<file path="config.mk">
export PLATFORM = sky130hd
export DESIGN_NAME = mouse_device_sm_flat
export DESIGN_NICKNAME = d
export VERILOG_FILES = /design/src/rtl/mouse_device_sm_if.sv /design/src/rtl/mouse_device_sm.sv /design/src/flat_wrapper.sv
export SDC_FILE = /design/constraint.sdc
export NUM_CORES = 1
export LEC_CHECK = 0
export ABC_AREA = 1
export BUFFER_PORTS_ARGS = -buffer_cell sky130_fd_sc_hd__buf_2
export CELL_PAD_IN_SITES_DETAIL_PLACEMENT = 0
export CELL_PAD_IN_SITES_GLOBAL_PLACEMENT = 1
export CORE_MARGIN = 10
export CORE_UTILIZATION = 35
export DETAILED_ROUTE_END_ITERATION = 8
export PLACE_DENSITY_LB_ADDON = 0.1
export SETUP_SLACK_MARGIN = 0.02
export SYNTH_ARGS = -nofsm -noshare
export SYNTH_HDL_FRONTEND = slang
export SYNTH_SLANG_ARGS = --single-unit
</file>
<file path="constraint.sdc">
create_clock -name clk -period 5 [get_ports clk]
set_clock_uncertainty 0.1 [all_clocks]
set_input_delay 0.5 -clock clk [delete_from_list [all_inputs] [get_ports clk]]
set_output_delay 0.5 -clock clk [all_outputs]
set_load 0.05 [all_outputs]
</file>
<file path="src/rtl/mouse_device_sm_if.sv">
// Byte-link and movement-source signals of the device-side PS/2 mouse model.
// The slave modport is the mouse model; the master modport is the link/host side.
interface mouse_device_sm_if;
  logic       send_byte;
  logic [7:0] byte_to_send;
  logic       byte_sent;
  logic [7:0] byte_read;
  logic       byte_ready;
  logic [1:0] byte_error_code;
  logic       move_valid;
  logic [8:0] move_dx;
  logic [8:0] move_dy;
  logic [3:0] move_dz;
  logic [2:0] move_buttons;
  logic       move_accept;
  logic       streaming;
  logic       intelli_mode;
  logic [7:0] sample_rate;

  modport slave (
    input  byte_sent, byte_read, byte_ready, byte_error_code,
    input  move_valid, move_dx, move_dy, move_dz, move_buttons,
    output send_byte, byte_to_send, move_accept,
    output streaming, intelli_mode, sample_rate
  );

  modport master (
    output byte_sent, byte_read, byte_ready, byte_error_code,
    output move_valid, move_dx, move_dy, move_dz, move_buttons,
    input  send_byte, byte_to_send, move_accept,
    input  streaming, intelli_mode, sample_rate
  );
endinterface

</file>
<file path="src/rtl/mouse_device_sm.sv">
// Device-side PS/2 mouse: answers host commands and streams 3/4-byte movement
// packets through a one-byte-at-a-time transmitter handshake.
module mouse_device_sm #(
  parameter int unsigned SELFTEST_CYCLES = 32'd500000,
  parameter logic [7:0]  DEFAULT_RATE    = 8'h64
) (
  input  logic             clk,
  input  logic             rst_n,
  mouse_device_sm_if.slave bus
);

  localparam logic [7:0]  ACK           = 8'hFA;
  localparam logic [7:0]  RESEND        = 8'hFE;
  localparam logic [7:0]  BAT_OK        = 8'hAA;
  localparam logic [31:0] SELFTEST_LAST = SELFTEST_CYCLES - 32'd1;

  typedef enum logic [2:0] {
    IDLE          = 3'd0,
    DECODE        = 3'd1,
    TX_START      = 3'd2,
    TX_WAIT       = 3'd3,
    SELFTEST_WAIT = 3'd4,
    RATE_ARG      = 3'd5,
    PKT_LOAD      = 3'd6
  } state_t;

  function automatic logic magic_seq(input logic [23:0] hist);
    return hist == 24'hC8_64_50;
  endfunction

  function automatic logic [31:0] build_packet(input logic [8:0] dx, input logic [8:0] dy,
                                               input logic [3:0] dz, input logic [2:0] btn);
    return {{4{dz[3]}}, dz, dy[7:0], dx[7:0], 2'b00, dy[8], dx[8], 1'b1, btn};
  endfunction

  state_t      state_r, state_s;
  state_t      ret_r, ret_s;
  logic        send_byte_r, send_byte_s;
  logic [7:0]  byte_to_send_r, byte_to_send_s;
  logic        move_accept_r, move_accept_s;
  logic        streaming_r, streaming_s;
  logic        intelli_r, intelli_s;
  logic [7:0]  rate_r, rate_s;
  logic [23:0] hist_r, hist_s;
  logic        pend_valid_r, pend_valid_s;
  logic [7:0]  pend_byte_r, pend_byte_s;
  logic [7:0]  cmd_r, cmd_s;
  logic        cmd_err_r, cmd_err_s;
  logic        arg_mode_r, arg_mode_s;
  logic [23:0] tx_buf_r, tx_buf_s;
  logic [1:0]  tx_left_r, tx_left_s;
  logic [31:0] timer_r, timer_s;
  logic [31:0] pkt_r, pkt_s;
  logic        pkt_long_r, pkt_long_s;
  logic        rx_bad_s, rx_good_s, latch_s;

  assign rx_bad_s  = bus.byte_error_code != 2'b00;
  assign rx_good_s = bus.byte_ready && !rx_bad_s;
  // States that do not consume host bytes directly park good ones in the pending slot.
  assign latch_s   = rx_good_s && !(state_r inside {IDLE, RATE_ARG, SELFTEST_WAIT});

  assign bus.send_byte    = send_byte_r;
  assign bus.byte_to_send = byte_to_send_r;
  assign bus.move_accept  = move_accept_r;
  assign bus.streaming    = streaming_r;
  assign bus.intelli_mode = intelli_r;
  assign bus.sample_rate  = rate_r;

  // State and output registers.
  always_ff @(posedge clk or negedge rst_n) begin
    if (!rst_n) begin
      state_r        <= IDLE;
      ret_r          <= IDLE;
      send_byte_r    <= 1'b0;
      byte_to_send_r <= 8'h00;
      move_accept_r  <= 1'b0;
      streaming_r    <= 1'b0;
      intelli_r      <= 1'b0;
      rate_r         <= DEFAULT_RATE;
      hist_r         <= 24'h000000;
      pend_valid_r   <= 1'b0;
      pend_byte_r    <= 8'h00;
      cmd_r          <= 8'h00;
      cmd_err_r      <= 1'b0;
      arg_mode_r     <= 1'b0;
      tx_buf_r       <= 24'h000000;
      tx_left_r      <= 2'd0;
      timer_r        <= 32'd0;
      pkt_r          <= 32'd0;
      pkt_long_r     <= 1'b0;
    end else begin
      state_r        <= state_s;
      ret_r          <= ret_s;
      send_byte_r    <= send_byte_s;
      byte_to_send_r <= byte_to_send_s;
      move_accept_r  <= move_accept_s;
      streaming_r    <= streaming_s;
      intelli_r      <= intelli_s;
      rate_r         <= rate_s;
      hist_r         <= hist_s;
      pend_valid_r   <= pend_valid_s;
      pend_byte_r    <= pend_byte_s;
      cmd_r          <= cmd_s;
      cmd_err_r      <= cmd_err_s;
      arg_mode_r     <= arg_mode_s;
      tx_buf_r       <= tx_buf_s;
      tx_left_r      <= tx_left_s;
      timer_r        <= timer_s;
      pkt_r          <= pkt_s;
      pkt_long_r     <= pkt_long_s;
    end
  end

  // Next-state and next-output logic.
  always_comb begin
    state_s        = state_r;
    ret_s          = ret_r;
    send_byte_s    = 1'b0;
    byte_to_send_s = byte_to_send_r;
    move_accept_s  = 1'b0;
    streaming_s    = streaming_r;
    intelli_s      = intelli_r;
    rate_s         = rate_r;
    hist_s         = hist_r;
    pend_valid_s   = pend_valid_r | latch_s;
    pend_byte_s    = latch_s ? bus.byte_read : pend_byte_r;
    cmd_s          = cmd_r;
    cmd_err_s      = cmd_err_r;
    arg_mode_s     = arg_mode_r;
    tx_buf_s       = tx_buf_r;
    tx_left_s      = tx_left_r;
    timer_s        = timer_r;
    pkt_s          = pkt_r;
    pkt_long_s     = pkt_long_r;

    case (state_r)
      IDLE: begin
        if (bus.byte_ready) begin
          cmd_s      = bus.byte_read;
          cmd_err_s  = rx_bad_s;
          arg_mode_s = 1'b0;
          state_s    = DECODE;
        end else if (streaming_r && bus.move_valid) begin
          pkt_s         = build_packet(bus.move_dx, bus.move_dy, bus.move_dz, bus.move_buttons);
          pkt_long_s    = intelli_r;
          move_accept_s = 1'b1;
          state_s       = PKT_LOAD;
        end else begin
          state_s = IDLE;
        end
      end

      RATE_ARG: begin
        if (bus.byte_ready) begin
          cmd_s      = bus.byte_read;
          cmd_err_s  = rx_bad_s;
          arg_mode_s = 1'b1;
          state_s    = DECODE;
        end else begin
          state_s = RATE_ARG;
        end
      end

      DECODE: begin
        send_byte_s    = 1'b1;
        byte_to_send_s = ACK;
        tx_buf_s       = 24'h000000;
        tx_left_s      = 2'd0;
        ret_s          = IDLE;
        state_s        = TX_WAIT;
        if (cmd_err_r) begin
          byte_to_send_s = RESEND;
          if (arg_mode_r) begin
            ret_s = RATE_ARG;
          end else begin
            ret_s = IDLE;
          end
        end else if (arg_mode_r) begin
          rate_s    = cmd_r;
          hist_s    = {hist_r[15:0], cmd_r};
          intelli_s = intelli_r | magic_seq({hist_r[15:0], cmd_r});
        end else begin
          case (cmd_r)
            8'hFF: begin
              ret_s       = SELFTEST_WAIT;
              streaming_s = 1'b0;
              intelli_s   = 1'b0;
              hist_s      = 24'h000000;
              rate_s      = DEFAULT_RATE;
            end
            8'hF4: streaming_s = 1'b1;
            8'hF5: streaming_s = 1'b0;
            8'hF6: begin
              streaming_s = 1'b0;
              rate_s      = DEFAULT_RATE;
            end
            8'hF3: ret_s = RATE_ARG;
            8'hF2: begin
              tx_buf_s  = {16'h0000, (intelli_r ? 8'h03 : 8'h00)};
              tx_left_s = 2'd1;
            end
            default: byte_to_send_s = RESEND;
          endcase
        end
      end

      TX_START: begin
        send_byte_s    = 1'b1;
        byte_to_send_s = tx_buf_r[7:0];
        tx_buf_s       = {8'h00, tx_buf_r[23:8]};
        tx_left_s      = tx_left_r - 2'd1;
        state_s        = TX_WAIT;
      end

      TX_WAIT: begin
        if (bus.byte_sent) begin
          if (pend_valid_r || rx_good_s) begin
            // A host byte preempts whatever is left; if only the rate argument
            // was outstanding, the preempting byte is that argument.
            cmd_s        = rx_good_s ? bus.byte_read : pend_byte_r;
            cmd_err_s    = 1'b0;
            arg_mode_s   = (ret_r == RATE_ARG) && (tx_left_r == 2'd0);
            pend_valid_s = 1'b0;
            state_s      = DECODE;
          end else if (tx_left_r != 2'd0) begin
            state_s = TX_START;
          end else if (ret_r == SELFTEST_WAIT) begin
            timer_s = 32'd0;
            state_s = SELFTEST_WAIT;
          end else begin
            state_s = ret_r;
          end
        end else begin
          state_s = TX_WAIT;
        end
      end

      SELFTEST_WAIT: begin
        if (rx_good_s) begin
          cmd_s      = bus.byte_read;
          cmd_err_s  = 1'b0;
          arg_mode_s = 1'b0;
          state_s    = DECODE;
        end else if (timer_r == SELFTEST_LAST) begin
          tx_buf_s  = {8'h00, 8'h00, BAT_OK};
          tx_left_s = 2'd2;
          ret_s     = IDLE;
          state_s   = TX_START;
        end else begin
          timer_s = timer_r + 32'd1;
        end
      end

      PKT_LOAD: begin
        send_byte_s    = 1'b1;
        byte_to_send_s = pkt_r[7:0];
        tx_buf_s       = pkt_r[31:8];
        tx_left_s      = pkt_long_r ? 2'd3 : 2'd2;
        ret_s          = IDLE;
        state_s        = TX_WAIT;
      end

      default: state_s = IDLE;
    endcase
  end

endmodule

</file>
<file path="src/flat_wrapper.sv">
// flat-port wrapper written by rule: the top's interface ports become plain ports
module mouse_device_sm_flat 
#(
  parameter int unsigned SELFTEST_CYCLES = 32'd500000,
  parameter logic [7:0]  DEFAULT_RATE    = 8'h64
)
  (clk, rst_n, bus_byte_sent, bus_byte_read, bus_byte_ready, bus_byte_error_code, bus_move_valid, bus_move_dx, bus_move_dy, bus_move_dz, bus_move_buttons, bus_send_byte, bus_byte_to_send, bus_move_accept, bus_streaming, bus_intelli_mode, bus_sample_rate);
  mouse_device_sm_if bus_i ();
  input  logic clk;
  input  logic rst_n;
  input wire logic [$bits(bus_i.byte_sent)-1:0] bus_byte_sent;
  input wire logic [$bits(bus_i.byte_read)-1:0] bus_byte_read;
  input wire logic [$bits(bus_i.byte_ready)-1:0] bus_byte_ready;
  input wire logic [$bits(bus_i.byte_error_code)-1:0] bus_byte_error_code;
  input wire logic [$bits(bus_i.move_valid)-1:0] bus_move_valid;
  input wire logic [$bits(bus_i.move_dx)-1:0] bus_move_dx;
  input wire logic [$bits(bus_i.move_dy)-1:0] bus_move_dy;
  input wire logic [$bits(bus_i.move_dz)-1:0] bus_move_dz;
  input wire logic [$bits(bus_i.move_buttons)-1:0] bus_move_buttons;
  output wire logic [$bits(bus_i.send_byte)-1:0] bus_send_byte;
  output wire logic [$bits(bus_i.byte_to_send)-1:0] bus_byte_to_send;
  output wire logic [$bits(bus_i.move_accept)-1:0] bus_move_accept;
  output wire logic [$bits(bus_i.streaming)-1:0] bus_streaming;
  output wire logic [$bits(bus_i.intelli_mode)-1:0] bus_intelli_mode;
  output wire logic [$bits(bus_i.sample_rate)-1:0] bus_sample_rate;
  assign bus_i.byte_sent = bus_byte_sent;
  assign bus_i.byte_read = bus_byte_read;
  assign bus_i.byte_ready = bus_byte_ready;
  assign bus_i.byte_error_code = bus_byte_error_code;
  assign bus_i.move_valid = bus_move_valid;
  assign bus_i.move_dx = bus_move_dx;
  assign bus_i.move_dy = bus_move_dy;
  assign bus_i.move_dz = bus_move_dz;
  assign bus_i.move_buttons = bus_move_buttons;
  assign bus_send_byte = bus_i.send_byte;
  assign bus_byte_to_send = bus_i.byte_to_send;
  assign bus_move_accept = bus_i.move_accept;
  assign bus_streaming = bus_i.streaming;
  assign bus_intelli_mode = bus_i.intelli_mode;
  assign bus_sample_rate = bus_i.sample_rate;
  mouse_device_sm #(.SELFTEST_CYCLES(SELFTEST_CYCLES), .DEFAULT_RATE(DEFAULT_RATE)) u_core (.clk(clk), .rst_n(rst_n), .bus(bus_i));
endmodule
</file>
==> results.toml <==
[detailed_routing]
firstDrtPassIters = 4
num_vias = 5888
drc = 0
wl_um = 18640
ant_nets = 0
wire_per_inst_um = 14.92
vias_per_cell = 4.714
first_iter_violations = 357

[logic_synthesis]
synth_warnings = 0
synth_nets = 954
avgSynthCellArea_um2 = 7.768
synth_top_family_by_area = "simple AND/OR/NAND/NOR gates"
yosysSeqAreaShare_pct = 49.86
synthMuxAreaShare_pct = 0
synthAdderAreaFrac_pct = 0.3532
synth_compound_area_share_pct = 9.961
yosys.cell_types.count = 38
synthCells = 912
synth_area_um2 = 7084
ys_ff_latch = 141
synth-xor-area-share_pct = 1.484
yosys.area_share.simple_pct = 31.12

[worst_setup_path]
cp-start-kind = "register"
path_max_fanout = 14
critPathCaptureType = "register"
required_ps = 5240
critPathKind = "register to register"
critPathArrivalTime_ps = 2760

[clocking]
cts_resized = 0
clock_path_buffers = 2
clockRootBuffer = "clkbuf_16"
clkSlewWorstSetupHoldPaths_ps = 70
hold_buffers = 1
cts_sinks = 141
cts_tree = "built"
clock_latency_ps = 430
htree_levels = 4
cts_setup_buffers = 0
numCtsBuffers = 17

[sta]
rsz0062_at_grt = "no"
setup_viol_count_final = 0
relSlewSlack_pct = 27.18
max_freq_mhz = 397.0
fin_crit_sh_pct = 50.37
finalHoldViolCount = 0
setup_ws_ps = 2481
drv_slew = 0
fin_tns_setup_ps = 0
tightest_slew_ps = 1091
period_needed_ps = 2519

[placed_design]
dp_cells = 1216
place_hpwl_um = 13500
gp_congestion = 0.8084
place.port_buffers = 59
post-place-ws_ps = 2432

[floorplanning]
die_area_um2 = 26330
die_w_um = 162.3
start_util_pct = 35.93
boundaryPins = 60
rows = 51
die_y_um = 162.3
core_um2 = 19720

[layout]
fillers = 2082
instances_no_fill = 1249
drive_gt1_share_pct = 15.14
n_antenna_cell = 0
nets = 1013
area_growth_syn_to_layout_pct = 15.86

[grt]
antenna_found_initial = 0
grt_usage_pct = 14.60
grt_max_degree = 51
grt_pass1_vias = 5954
overflow = 0
grt_pass1_wl_um = 31130

[power]
irDropWorstVdd_mv = 0.1934
pwr-share-seq_pct = 36.6
powerDensity_nw_per_um2 = 504.2
combPwrFrac_pct = 30.9
clkPwrFrac_pct = 32.5
cellLeakagePower_nw = 4.017
sw_frac_of_total_pct = 39.12
p_sw_mw = 1.619
total_power_mw = 4.138
p_int_mw = 2.519

[outcome]
status = "finished clean"

[flow_run]
drv_cap = 0

[min_path]
hp-class = "primary input to register"
## state kept, by name, summed over array words and instances (netlist names), 8 cells and up
name	flops
u_core.bus.byte_to_send	8
u_core.cmd_r	8
u_core.pend_byte_r	8
u_core.pkt_r	26
u_core.bus.sample_rate	8
u_core.timer_r	32
u_core.tx_buf_r	20
u_core.hist_r	16
## layout by cell type (no fill, tap or decap), drive strengths merged
cell type    Yosys  routed
xor2             7       7
buf             18      62
nor3             7       7
nand3           38      38
a22oi            9       9
dfstp            3       3
o211ai           1       1
xnor2            5       5
ha               2       2
clkinv           0       2
a21oi           36      36
nand2          322     322
a31oi            1       1
o22ai           18      18
and2             1       1
a22o             1       1
or2              4       4
nand3b           2       2
nor2           120     120
o21bai           3       3
o21ai           57      57
inv             93      99
o31ai            1       1
clkbuf           5      19
dlygate4sd3      0       1
dfrtp          138     138
nand4           20      20
bufinv           0       3
clkinvlp         0       2
## final cells by class
type,instances,area (µm²),share of cell area [%]
Sequential cell,141,3532,43.03
Clock inverter,13,177.7,2.165
Clock buffer,19,442.9,5.396
Timing Repair Buffer,63,334.1,4.070
Tap cell,265,331.6,4.040
Multi-Input combinational cell,655,3040,37.04
Inverter,93,349.1,4.253
## power by group through the flow
| stage | clock, mW | combinational, mW | sequential, mW |
|---|---|---|---|
| 6_report | 1.35 | 1.28 | 1.51 |
| 3_5_place_dp | 0 | 1.30 | 1.54 |
| 2_1_floorplan | 0 | 0.839 | 1.72 |
| 5_1_grt | 1.43 | 1.45 | 1.54 |
| 4_1_cts | 1.38 | 1.31 | 1.52 |
| 3_3_place_gp | 0 | 1.30 | 1.53 |
## stage by stage
step	util, %	hold WS (ps)	cell area [µm²]
finish	41.63	169.4	8208
CTS	41.63	154.2	8208
detailed placement	38.43	354.6	7577
global placement	38.43	354.9	7577
floorplan	-	104.4	7084
global route	41.63	164.4	8208
## path summary, 6_finish.rpt
check | startpoint | to | slack (ps) | depth (start not counted)
min in group asynchronous | rst_n | u_core.pend_byte_r[5]$_DFFE_PN0P_ | 480 | 2
setup reg to reg | u_core.state_r[1]$_DFFE_PN0P_ | u_core.timer_r[0]$_DFFE_PN0P_ | 2480 | 7
max in group asynchronous | rst_n | u_core.tx_buf_r[0]$_DFFE_PN0P_ | 3330 | 3
hold / removal | bus_move_dz[3] | u_core.pkt_r[27]$_DFFE_PN0P_ | 170 | 3
hold reg to reg | u_core.pkt_r[3]$_DFFE_PN0P_ | u_core.pkt_r[3]$_DFFE_PN0P_ | 370 | 1
setup / recovery | u_core.state_r[1]$_DFFE_PN0P_ | u_core.timer_r[0]$_DFFE_PN0P_ | 2480 | 7
## cell families after synthesis
logic type,count (synthesis)
adder cells (fa/ha/maj),2
flip-flops,141
AO/OA/AOI/OAI,127
AND/OR/NAND/NOR,514
XOR/XNOR,12
buffers and inverters,116
## layer usage
layer / GRT usage, % / vias up / wire (µm)
met2: 23.79 / 70 / 8957
met4: 4.177 / 0 / 201
met3: 3.210 / 14 / 638
met1: 18.99 / 2772 / 8837
li1: - / 3032 / -
met5: 0 / - / 0
## worst max-delay path, cell delays in order, from the launching register on
cell,delay [ps]
dfrtp_1,470
nor2_2,150
nand2_2,120
inv_2,280
nand2_1,140
a21oi_2,500
inv_1,420
o21ai_0,260
## synthesized netlist by cell type
cell	n	share of area, %
a22oi_1	9	0.95
nand2_4	4	0.64
nand4_1	20	1.8
o21bai_1	3	0.32
and2_1	1	0.088
inv_2	8	0.42
a21oi_2	2	0.25
o22ai_1	18	1.6
o21ai_1	27	1.9
buf_12	2	0.57
buf_6	3	0.48
o31ai_1	1	0.11
clkbuf_1	5	0.26
or2_2	4	0.35
nand3_1	36	2.5
nand3b_1	2	0.21
nand2_1	296	16
nand3_2	1	0.14
nor3_1	6	0.42
nand2_2	22	1.9
xor2_1	7	0.87
o211ai_1	1	0.11
o21ai_0	30	2.1
a22o_1	1	0.12
buf_4	2	0.21
a31oi_1	1	0.088
dfrtp_1	138	49
xnor2_1	5	0.62
a21oi_1	34	2.4
nor2_1	110	5.8
nand3_4	1	0.25
buf_2	11	0.78
dfstp_2	3	1.1
nor2_4	2	0.32
inv_1	85	4.5
nor3_4	1	0.23
ha_1	2	0.35
nor2_2	8	0.71
(Power assumes the default switching activity.)
